`src/rtl/alu_md_unit_if.sv`:
```
// Request/response bundle between the ID/EX register and the EX-stage ALU with
// its iterative multiply/divide unit.
interface alu_md_unit_if #(
    parameter int WIDTH = 32
);
    logic             in_valid;
    logic [1:0]       op;
    logic [5:0]       func;
    logic [WIDTH-1:0] a;
    logic [WIDTH-1:0] b;
    logic             ready;
    logic             out_valid;
    logic [WIDTH-1:0] result;
    logic             zero;
    logic             md_done;
    logic [WIDTH-1:0] hi;
    logic [WIDTH-1:0] lo;

    modport master (
        output in_valid, op, func, a, b,
        input  ready, out_valid, result, zero, md_done, hi, lo
    );

    modport slave (
        input  in_valid, op, func, a, b,
        output ready, out_valid, result, zero, md_done, hi, lo
    );
endinterface

```
`src/rtl/alu_md_unit.sv`:
```
// EX-stage ALU with op/func decode, iterative shift-add MULTU and restoring DIVU into HI/LO.
// Define ALU_DIV_EN to compile in the divider; otherwise divu is a single-cycle op returning 0.
module alu_md_unit #(
    parameter int WIDTH = 32
) (
    input  logic          clk,
    input  logic          rst,
    alu_md_unit_if.slave  bus
);
    localparam int CNT_W = $clog2(WIDTH + 1);

    typedef enum logic [3:0] {
        OP_ADD, OP_SUB, OP_AND, OP_OR, OP_SLT,
        OP_MFHI, OP_MFLO, OP_MULTU, OP_DIVU
    } alu_op_t;

    typedef enum logic [1:0] {S_IDLE, S_MUL, S_DIV} state_t;

    state_t             r_state;
    state_t             w_state_next;
    alu_op_t            w_op;
    logic               w_accept;
    logic               w_is_md;
    logic               w_last;
    logic [WIDTH-1:0]   w_alu;

    logic               r_ready;
    logic               r_out_valid;
    logic               r_md_done;
    logic               r_zero;
    logic [WIDTH-1:0]   r_result;
    logic [WIDTH-1:0]   r_hi;
    logic [WIDTH-1:0]   r_lo;
    logic [CNT_W-1:0]   r_cnt;

    logic [WIDTH-1:0]   r_mcand;
    logic [2*WIDTH-1:0] r_prod;
    logic [WIDTH:0]     w_add;
    logic [2*WIDTH-1:0] w_prod_next;

    function automatic logic [WIDTH-1:0] alu_calc(input alu_op_t op,
                                                  input logic [WIDTH-1:0] a,
                                                  input logic [WIDTH-1:0] b,
                                                  input logic [WIDTH-1:0] hi,
                                                  input logic [WIDTH-1:0] lo);
        logic signed [WIDTH-1:0] sa;
        logic signed [WIDTH-1:0] sb;
        sa = a;
        sb = b;
        case (op)
            OP_SUB:  return a - b;
            OP_AND:  return a & b;
            OP_OR:   return a | b;
            OP_SLT:  return {{(WIDTH-1){1'b0}}, (sa < sb)};
            OP_MFHI: return hi;
            OP_MFLO: return lo;
            OP_DIVU: return '0;
            default: return a + b;
        endcase
    endfunction

    always_comb begin
        w_op = OP_ADD;
        case (bus.op)
            2'b00: w_op = OP_ADD;
            2'b01: w_op = OP_SUB;
            2'b10: w_op = OP_SLT;
            default: begin
                case (bus.func)
                    6'b100010: w_op = OP_SUB;
                    6'b100100: w_op = OP_AND;
                    6'b100101: w_op = OP_OR;
                    6'b101010: w_op = OP_SLT;
                    6'b010000: w_op = OP_MFHI;
                    6'b010010: w_op = OP_MFLO;
                    6'b011001: w_op = OP_MULTU;
                    6'b011011: w_op = OP_DIVU;
                    default:   w_op = OP_ADD;
                endcase
            end
        endcase
    end

    assign w_accept = bus.in_valid && r_ready;
    assign w_last   = (r_cnt == CNT_W'(1));
    assign w_alu    = alu_calc(w_op, bus.a, bus.b, r_hi, r_lo);

    always_comb begin
        w_is_md = (w_op == OP_MULTU);
`ifdef ALU_DIV_EN
        if (w_op == OP_DIVU) w_is_md = 1'b1;
`endif
    end

    // Shift-add step: conditionally add the multiplicand into the upper half, then shift right.
    assign w_add       = {1'b0, r_prod[2*WIDTH-1:WIDTH]} + (r_prod[0] ? {1'b0, r_mcand} : '0);
    assign w_prod_next = {w_add, r_prod[WIDTH-1:1]};

`ifdef ALU_DIV_EN
    logic [WIDTH-1:0]   r_divisor;
    logic [WIDTH-1:0]   r_quot;
    logic [WIDTH-1:0]   r_rem;
    logic [WIDTH:0]     w_rem_shift;
    logic [WIDTH:0]     w_diff;
    logic [WIDTH-1:0]   w_rem_next;
    logic [WIDTH-1:0]   w_quot_next;

    // Restoring step: a borrow in w_diff means the trial subtraction is undone.
    assign w_rem_shift = {r_rem, r_quot[WIDTH-1]};
    assign w_diff      = w_rem_shift - {1'b0, r_divisor};
    assign w_rem_next  = w_diff[WIDTH] ? w_rem_shift[WIDTH-1:0] : w_diff[WIDTH-1:0];
    assign w_quot_next = {r_quot[WIDTH-2:0], ~w_diff[WIDTH]};

    always_ff @(posedge clk) begin
        if (w_accept && (w_op == OP_DIVU)) begin
            r_divisor <= bus.b;
            r_quot    <= bus.a;
            r_rem     <= '0;
        end else if (r_state == S_DIV) begin
            r_quot    <= w_quot_next;
            r_rem     <= w_rem_next;
        end
    end
`endif

    always_ff @(posedge clk) begin
        if (w_accept && (w_op == OP_MULTU)) begin
            r_mcand <= bus.a;
            r_prod  <= {{WIDTH{1'b0}}, bus.b};
        end else if (r_state == S_MUL) begin
            r_prod  <= w_prod_next;
        end
    end

    always_ff @(posedge clk or posedge rst) begin
        if (rst) r_state <= S_IDLE;
        else     r_state <= w_state_next;
    end

    always_comb begin
        w_state_next = r_state;
        case (r_state)
            S_IDLE: begin
                if (w_accept && (w_op == OP_MULTU)) w_state_next = S_MUL;
`ifdef ALU_DIV_EN
                if (w_accept && (w_op == OP_DIVU))  w_state_next = S_DIV;
`endif
            end
            default: if (w_last) w_state_next = S_IDLE;
        endcase
    end

    always_ff @(posedge clk or posedge rst) begin
        if (rst) begin
            r_ready     <= 1'b1;
            r_out_valid <= 1'b0;
            r_md_done   <= 1'b0;
            r_result    <= '0;
            r_zero      <= 1'b1;
            r_hi        <= '0;
            r_lo        <= '0;
            r_cnt       <= '0;
        end else begin
            r_out_valid <= 1'b0;
            r_md_done   <= 1'b0;
            if (r_state == S_IDLE) begin
                if (w_accept && w_is_md) begin
                    r_ready <= 1'b0;
                    r_cnt   <= CNT_W'(WIDTH);
                end else if (w_accept) begin
                    r_out_valid <= 1'b1;
                    r_result    <= w_alu;
                    r_zero      <= (w_alu == '0);
                end
            end else begin
                r_cnt <= r_cnt - 1'b1;
                if (w_last) begin
                    r_ready   <= 1'b1;
                    r_md_done <= 1'b1;
                    if (r_state == S_MUL) begin
                        r_hi <= w_prod_next[2*WIDTH-1:WIDTH];
                        r_lo <= w_prod_next[WIDTH-1:0];
                    end
`ifdef ALU_DIV_EN
                    else begin
                        r_hi <= w_rem_next;
                        r_lo <= w_quot_next;
                    end
`endif
                end
            end
        end
    end

    assign bus.ready     = r_ready;
    assign bus.out_valid = r_out_valid;
    assign bus.result    = r_result;
    assign bus.zero      = r_zero;
    assign bus.md_done   = r_md_done;
    assign bus.hi        = r_hi;
    assign bus.lo        = r_lo;
endmodule
```
`src/flat_wrapper.sv`:
```
// flat-port wrapper written by rule: the top's interface ports become plain ports
module alu_md_unit_flat 
#(
    parameter int WIDTH = 32
)
  (clk, rst, bus_in_valid, bus_op, bus_func, bus_a, bus_b, bus_ready, bus_out_valid, bus_result, bus_zero, bus_md_done, bus_hi, bus_lo);
  alu_md_unit_if #(.WIDTH(WIDTH)) bus_i ();
  input  logic clk;
  input  logic rst;
  input wire logic [$bits(bus_i.in_valid)-1:0] bus_in_valid;
  input wire logic [$bits(bus_i.op)-1:0] bus_op;
  input wire logic [$bits(bus_i.func)-1:0] bus_func;
  input wire logic [$bits(bus_i.a)-1:0] bus_a;
  input wire logic [$bits(bus_i.b)-1:0] bus_b;
  output wire logic [$bits(bus_i.ready)-1:0] bus_ready;
  output wire logic [$bits(bus_i.out_valid)-1:0] bus_out_valid;
  output wire logic [$bits(bus_i.result)-1:0] bus_result;
  output wire logic [$bits(bus_i.zero)-1:0] bus_zero;
  output wire logic [$bits(bus_i.md_done)-1:0] bus_md_done;
  output wire logic [$bits(bus_i.hi)-1:0] bus_hi;
  output wire logic [$bits(bus_i.lo)-1:0] bus_lo;
  assign bus_i.in_valid = bus_in_valid;
  assign bus_i.op = bus_op;
  assign bus_i.func = bus_func;
  assign bus_i.a = bus_a;
  assign bus_i.b = bus_b;
  assign bus_ready = bus_i.ready;
  assign bus_out_valid = bus_i.out_valid;
  assign bus_result = bus_i.result;
  assign bus_zero = bus_i.zero;
  assign bus_md_done = bus_i.md_done;
  assign bus_hi = bus_i.hi;
  assign bus_lo = bus_i.lo;
  alu_md_unit #(.WIDTH(WIDTH)) u_core (.clk(clk), .rst(rst), .bus(bus_i));
endmodule
```
`config.mk`:
```
export PLATFORM = sky130hd
export DESIGN_NAME = alu_md_unit_flat
export DESIGN_NICKNAME = d
export VERILOG_FILES = /design/src/rtl/alu_md_unit_if.sv /design/src/rtl/alu_md_unit.sv /design/src/flat_wrapper.sv
export SDC_FILE = /design/constraint.sdc
export NUM_CORES = 1
export LEC_CHECK = 0
export ABC_AREA = 1
export CAP_MARGIN = 0
export CELL_PAD_IN_SITES_DETAIL_PLACEMENT = 0
export CELL_PAD_IN_SITES_GLOBAL_PLACEMENT = 1
export CORE_MARGIN = 2
export CORE_UTILIZATION = 37
export DETAILED_ROUTE_END_ITERATION = 10
export PLACE_DENSITY_LB_ADDON = 0.3
export SLEW_MARGIN = 20
export SYNTH_ARGS = -nofsm -noshare
export SYNTH_HDL_FRONTEND = slang
export SYNTH_SLANG_ARGS = --single-unit
```
`constraint.sdc`:
```
create_clock -name clk -period 3.47 [get_ports clk]
set_input_delay 0.5205 -clock clk [delete_from_list [all_inputs] [get_ports clk]]
set_output_delay 0.5205 -clock clk [all_outputs]
set_load 0.005 [all_outputs]
```
==> key figures, run 1 <==
Logic synthesis
  • Cells after Synth: 2334
  • Top FF cell, synth: dfrtp_1
  • Synth cell types: 48
  • Leading post-synthesis cells by cell area: nand2_1, dfrtp_1, edfxtp_1, ha_1, inv_1
  • Simple-gate share of the synthesized area: 31.9%
  • Post-Syn Area: 15800 µm²
  • Synth warn: 0
  • Post-synthesis xor/xnor area fraction: 2.33%
  • Area share of the largest cell type after synthesis: 17.5%
  • Post-synthesis adder-cell area fraction: 10.7%
  • Seq/Total Area, Yosys: 33.2%
  • Ys async rst share: 52.7%
  • Largest family of logic cells by synthesized area: simple AND/OR/NAND/NOR gates
  • FF+latch count, synth: 203
  • Fraction of synthesized area in multiplexers: 0%
  • Synthesized area per cell: 6.76 µm²
  • Synthesized net count: 2542
  • Post-synth EDFFs: 64
  • Area leader, netlist: nand2_1
  • Compound-Gate Fraction of Synth Area: 12.5%

Route
  • DR iter-0 viols: 1594
  • First-pass DRT Iterations: 6
  • WL/cell: 20.1 µm
  • Vias: 17100
  • Vias per cell: 5.08
  • Final WL: 67500 µm
  • Antenna-violating nets left: 0
  • Drc violations: 0

Timing
  • Unrepaired setup endpoints after global routing: yes
  • Clock skew: 0.0199 ns
  • Fmax: 303 MHz
  • Worst setup margin: 0.172 ns
  • Period utilization: 95.0%
  • Max-slew violation count: 0
  • Final Setup Violations: 0
  • Slew of the pin with the lowest slew margin: 0.840 ns
  • Final Critical Period: 3.30 ns
  • Final Hold Viols: 0
  • Max transition margin: 44.0%

Clock tree
  • Resized Gates After CTS: 0
  • Clock latency at the later pin of the worst-skew pair: 0.58 ns
  • Hold Buf Count CTS: 0
  • CTS Sinks: 203
  • Clock Path Buffers: 3
  • CTS root buf: clkbuf_16
  • TritonCTS clock tree: done
  • Post-CTS Setup Repair Bufs: 0
  • CTS clock-pin slew for the worst setup and hold paths: 0.07 ns
  • Number of CTS-inserted buffers: 25
  • H-tree depth: 1

GRT
  • Vias in the first global route: 16700
  • Largest net degree at the start of global routing: 66
  • First-pass GRT wire length: 101000 µm
  • GR Util All Layers: 30.5%
  • Antenna violations before repair: 2
  • Grt ovf: 0

Power and ir drop
  • Power density over the cells: 422 nW/µm²
  • Peak supply drop: 405 µV
  • Leak: 10.9 nW

Placed design
  • Setup Slack @ Placement: -0.488 ns
  • RePlAce Congestion: 1.04
  • IO Port Bufs: 174
  • Placed Cells: 3310
  • Hpwl dp: 56100 µm

Cells and area
  • End-of-flow core utilization: 51.0%
  • Layout Area Growth over Synthesis: 35.9%
  • Nets: 3006
  • Non-Filler Instances: 3357
  • Layout cell share with drive strength beyond 1: 14.9%

Floorplanning
  • FP Rows: 75
  • Core area: 42000 µm²
  • Die width: 210 µm
  • DIE AREA: 44300 µm²
  • Initial Util: 37.5%
  • Die Y-Extent: 210 µm
  • Io pins: 175

Critical path
  • Critical Path Fanout Max: 4
  • CP Capture Type: flop
  • Worst Path Arrival: 3.81 ns
  • Startpoint type of the worst setup path: input pin
  • CP Class: input pin to flop
  • CP required: 3.99 ns

Worst hold path
  • Hold WC Path Type: input pin to asynchronous set/reset pin

Outcome
  • Status: finished, final reports clean

Run
  • Maxcap violations: 0
==> state kept, by name (all words and copies together), names as in the netlist <==
register	count
u_core.r_mcand	32
u_core.bus.zero	1
u_core.bus.ready	1
u_core.bus.md_done	1
u_core.r_state	1
u_core.bus.lo	32
u_core.bus.out_valid	1
u_core.bus.result	32
u_core.r_prod	64
u_core.r_cnt	6
u_core.bus.hi	32
==> cell usage after synthesis (3+ instances only) <==
cell	instances
o21a_1	6
nand2_4	3
nor4_1	7
nor2_2	6
dfxtp_1	32
nand3_1	156
o211ai_1	7
nand4_1	23
nor2_1	235
a21o_1	7
inv_2	6
nand3_2	5
a21boi_0	7
a21oi_1	122
ha_1	130
xor2_1	29
buf_6	4
edfxtp_1	64
buf_2	18
or2_2	7
clkbuf_1	42
a22o_1	12
nand2_1	736
inv_1	298
o21bai_1	10
fa_1	3
nand3b_1	14
o21ai_0	177
nor3_1	16
dfrtp_1	105
xnor2_1	13
o22ai_1	4
o21ai_1	7
and2_1	3
==> metrics by stage <==
stage                     area [µm²]  power [mW]  TNS (ns)  hold WS [ns]
after floorplan                15800        4.70         0         0.428
after global placement         20600        6.21     -2.15         0.436
after detailed placement       20600        6.22     -4.62         0.447
after CTS                      21400        9.07         0         0.465
after global routing           21400        9.55   -0.0539         0.478
final                          21400        9.04         0         0.456
==> kinds of logic after synthesis <==
kind of cell             count (synthesis)
AND/OR/NAND/NOR                       1218
buffers and inverters                  374
AO/OA/AOI/OAI                          364
flip-flops                             203
adder cells (fa/ha/maj)                133
XOR/XNOR                                42
==> per-layer routing <==
layer  up-vias  routed length (µm)  global-route usage [%]
li1       8437                   -                       -
met1      7977               32200                    44.6
met2       559               29100                    47.7
met3        89                4510                    4.22
met4         0                1690                    6.82
met5         -                   0                       0
==> final cells by class <==
| type | instances | area (µm²) |
|---|---|---|
| fillers | 4263 | 20600 |
| multi-input cells | 1757 | 9100 |
| flip-flops and latches | 203 | 5240 |
| repair buffers | 506 | 4410 |
| inverters | 305 | 1150 |
| well taps | 539 | 674 |
| clock buffers | 28 | 637 |
| clock inverters | 18 | 224 |
| diodes | 1 | 2.50 |
==> final timing paths <==
| path | start | to | slack (ns) | cells after the start |
|---|---|---|---|---|
| setup / recovery | bus_b[0] | u_core.bus.zero | 0.17 | 19 |
| hold reg to reg | u_core.r_prod[45] | u_core.r_prod[45] | 0.47 | 2 |
| setup reg to reg | u_core.r_prod[0] | u_core.bus.hi[30] | 0.35 | 14 |
| hold / removal | rst | u_core.bus.lo[24] | 0.46 | 2 |
| min in group clk | u_core.r_prod[45] | u_core.r_prod[45] | 0.47 | 2 |
| max in group asynchronous | rst | u_core.bus.lo[6] | 2.31 | 3 |
==> where the power goes <==
part / leakage (nW) / internal, mW / switching [mW]
sequential: 2.27 / 2.72 / 0.150
clock: 0.423 / 1.64 / 1.16
combinational: 8.23 / 1.40 / 1.96
==> cell usage in the layout (no fill, tap or decap), drive strengths merged, types with 2 or more instances in the layout <==
cell / Yosys / layout
or2: 7 / 7
nand2: 741 / 741
o21a: 6 / 6
ha: 130 / 130
dfrtp: 105 / 105
a31oi: 2 / 2
xor2: 29 / 29
a21boi: 7 / 7
inv: 304 / 309
nor2: 243 / 243
a21o: 7 / 7
a22o: 12 / 12
edfxtp: 64 / 64
o211ai: 7 / 7
nand4: 23 / 23
buf: 26 / 332
xnor2: 13 / 13
dfstp: 2 / 2
o22ai: 4 / 4
and2: 3 / 3
a21oi: 122 / 122
clkbuf: 43 / 28
clkdlybuf4s50: 0 / 174
fa: 3 / 3
o21bai: 10 / 10
nand3: 161 / 161
bufinv: 0 / 4
nor4: 7 / 7
clkinv: 1 / 9
dfxtp: 32 / 32
o21ai: 184 / 184
nor3: 16 / 16
nand3b: 14 / 14
==> critical path: stages <==
cell and delay, ns:
clkdlybuf4s50_1 0.44, ha_1 0.26, fa_1 0.39, nand2_1 0.10
nand2_1 0.06, o21ai_0 0.25, o21ai_0 0.33, buf_4 0.23
nand2_1 0.07, nand2_1 0.11, nand2_1 0.09, nand3_1 0.08
nand2_1 0.16, nand2_1 0.10, nor2_2 0.31, nand3_1 0.12
nor2_1 0.10, nand2_1 0.05, nand2_1 0.05
Power figures use the tool's default switching activity.
==> run 2, diff against run 1 <==
--- a/config.mk
+++ b/config.mk
@@ -11,9 +11,9 @@
 export CELL_PAD_IN_SITES_GLOBAL_PLACEMENT = 1
 export CORE_MARGIN = 2
 export CORE_UTILIZATION = 37
+export CTS_CLUSTER_SIZE = 24
 export DETAILED_ROUTE_END_ITERATION = 10
 export PLACE_DENSITY_LB_ADDON = 0.3
-export SLEW_MARGIN = 20
 export SYNTH_ARGS = -nofsm -noshare
 export SYNTH_HDL_FRONTEND = slang
 export SYNTH_SLANG_ARGS = --single-unit
==> results of run 2 <==
Final layout, timing and power as in run 1 (identical DEF).
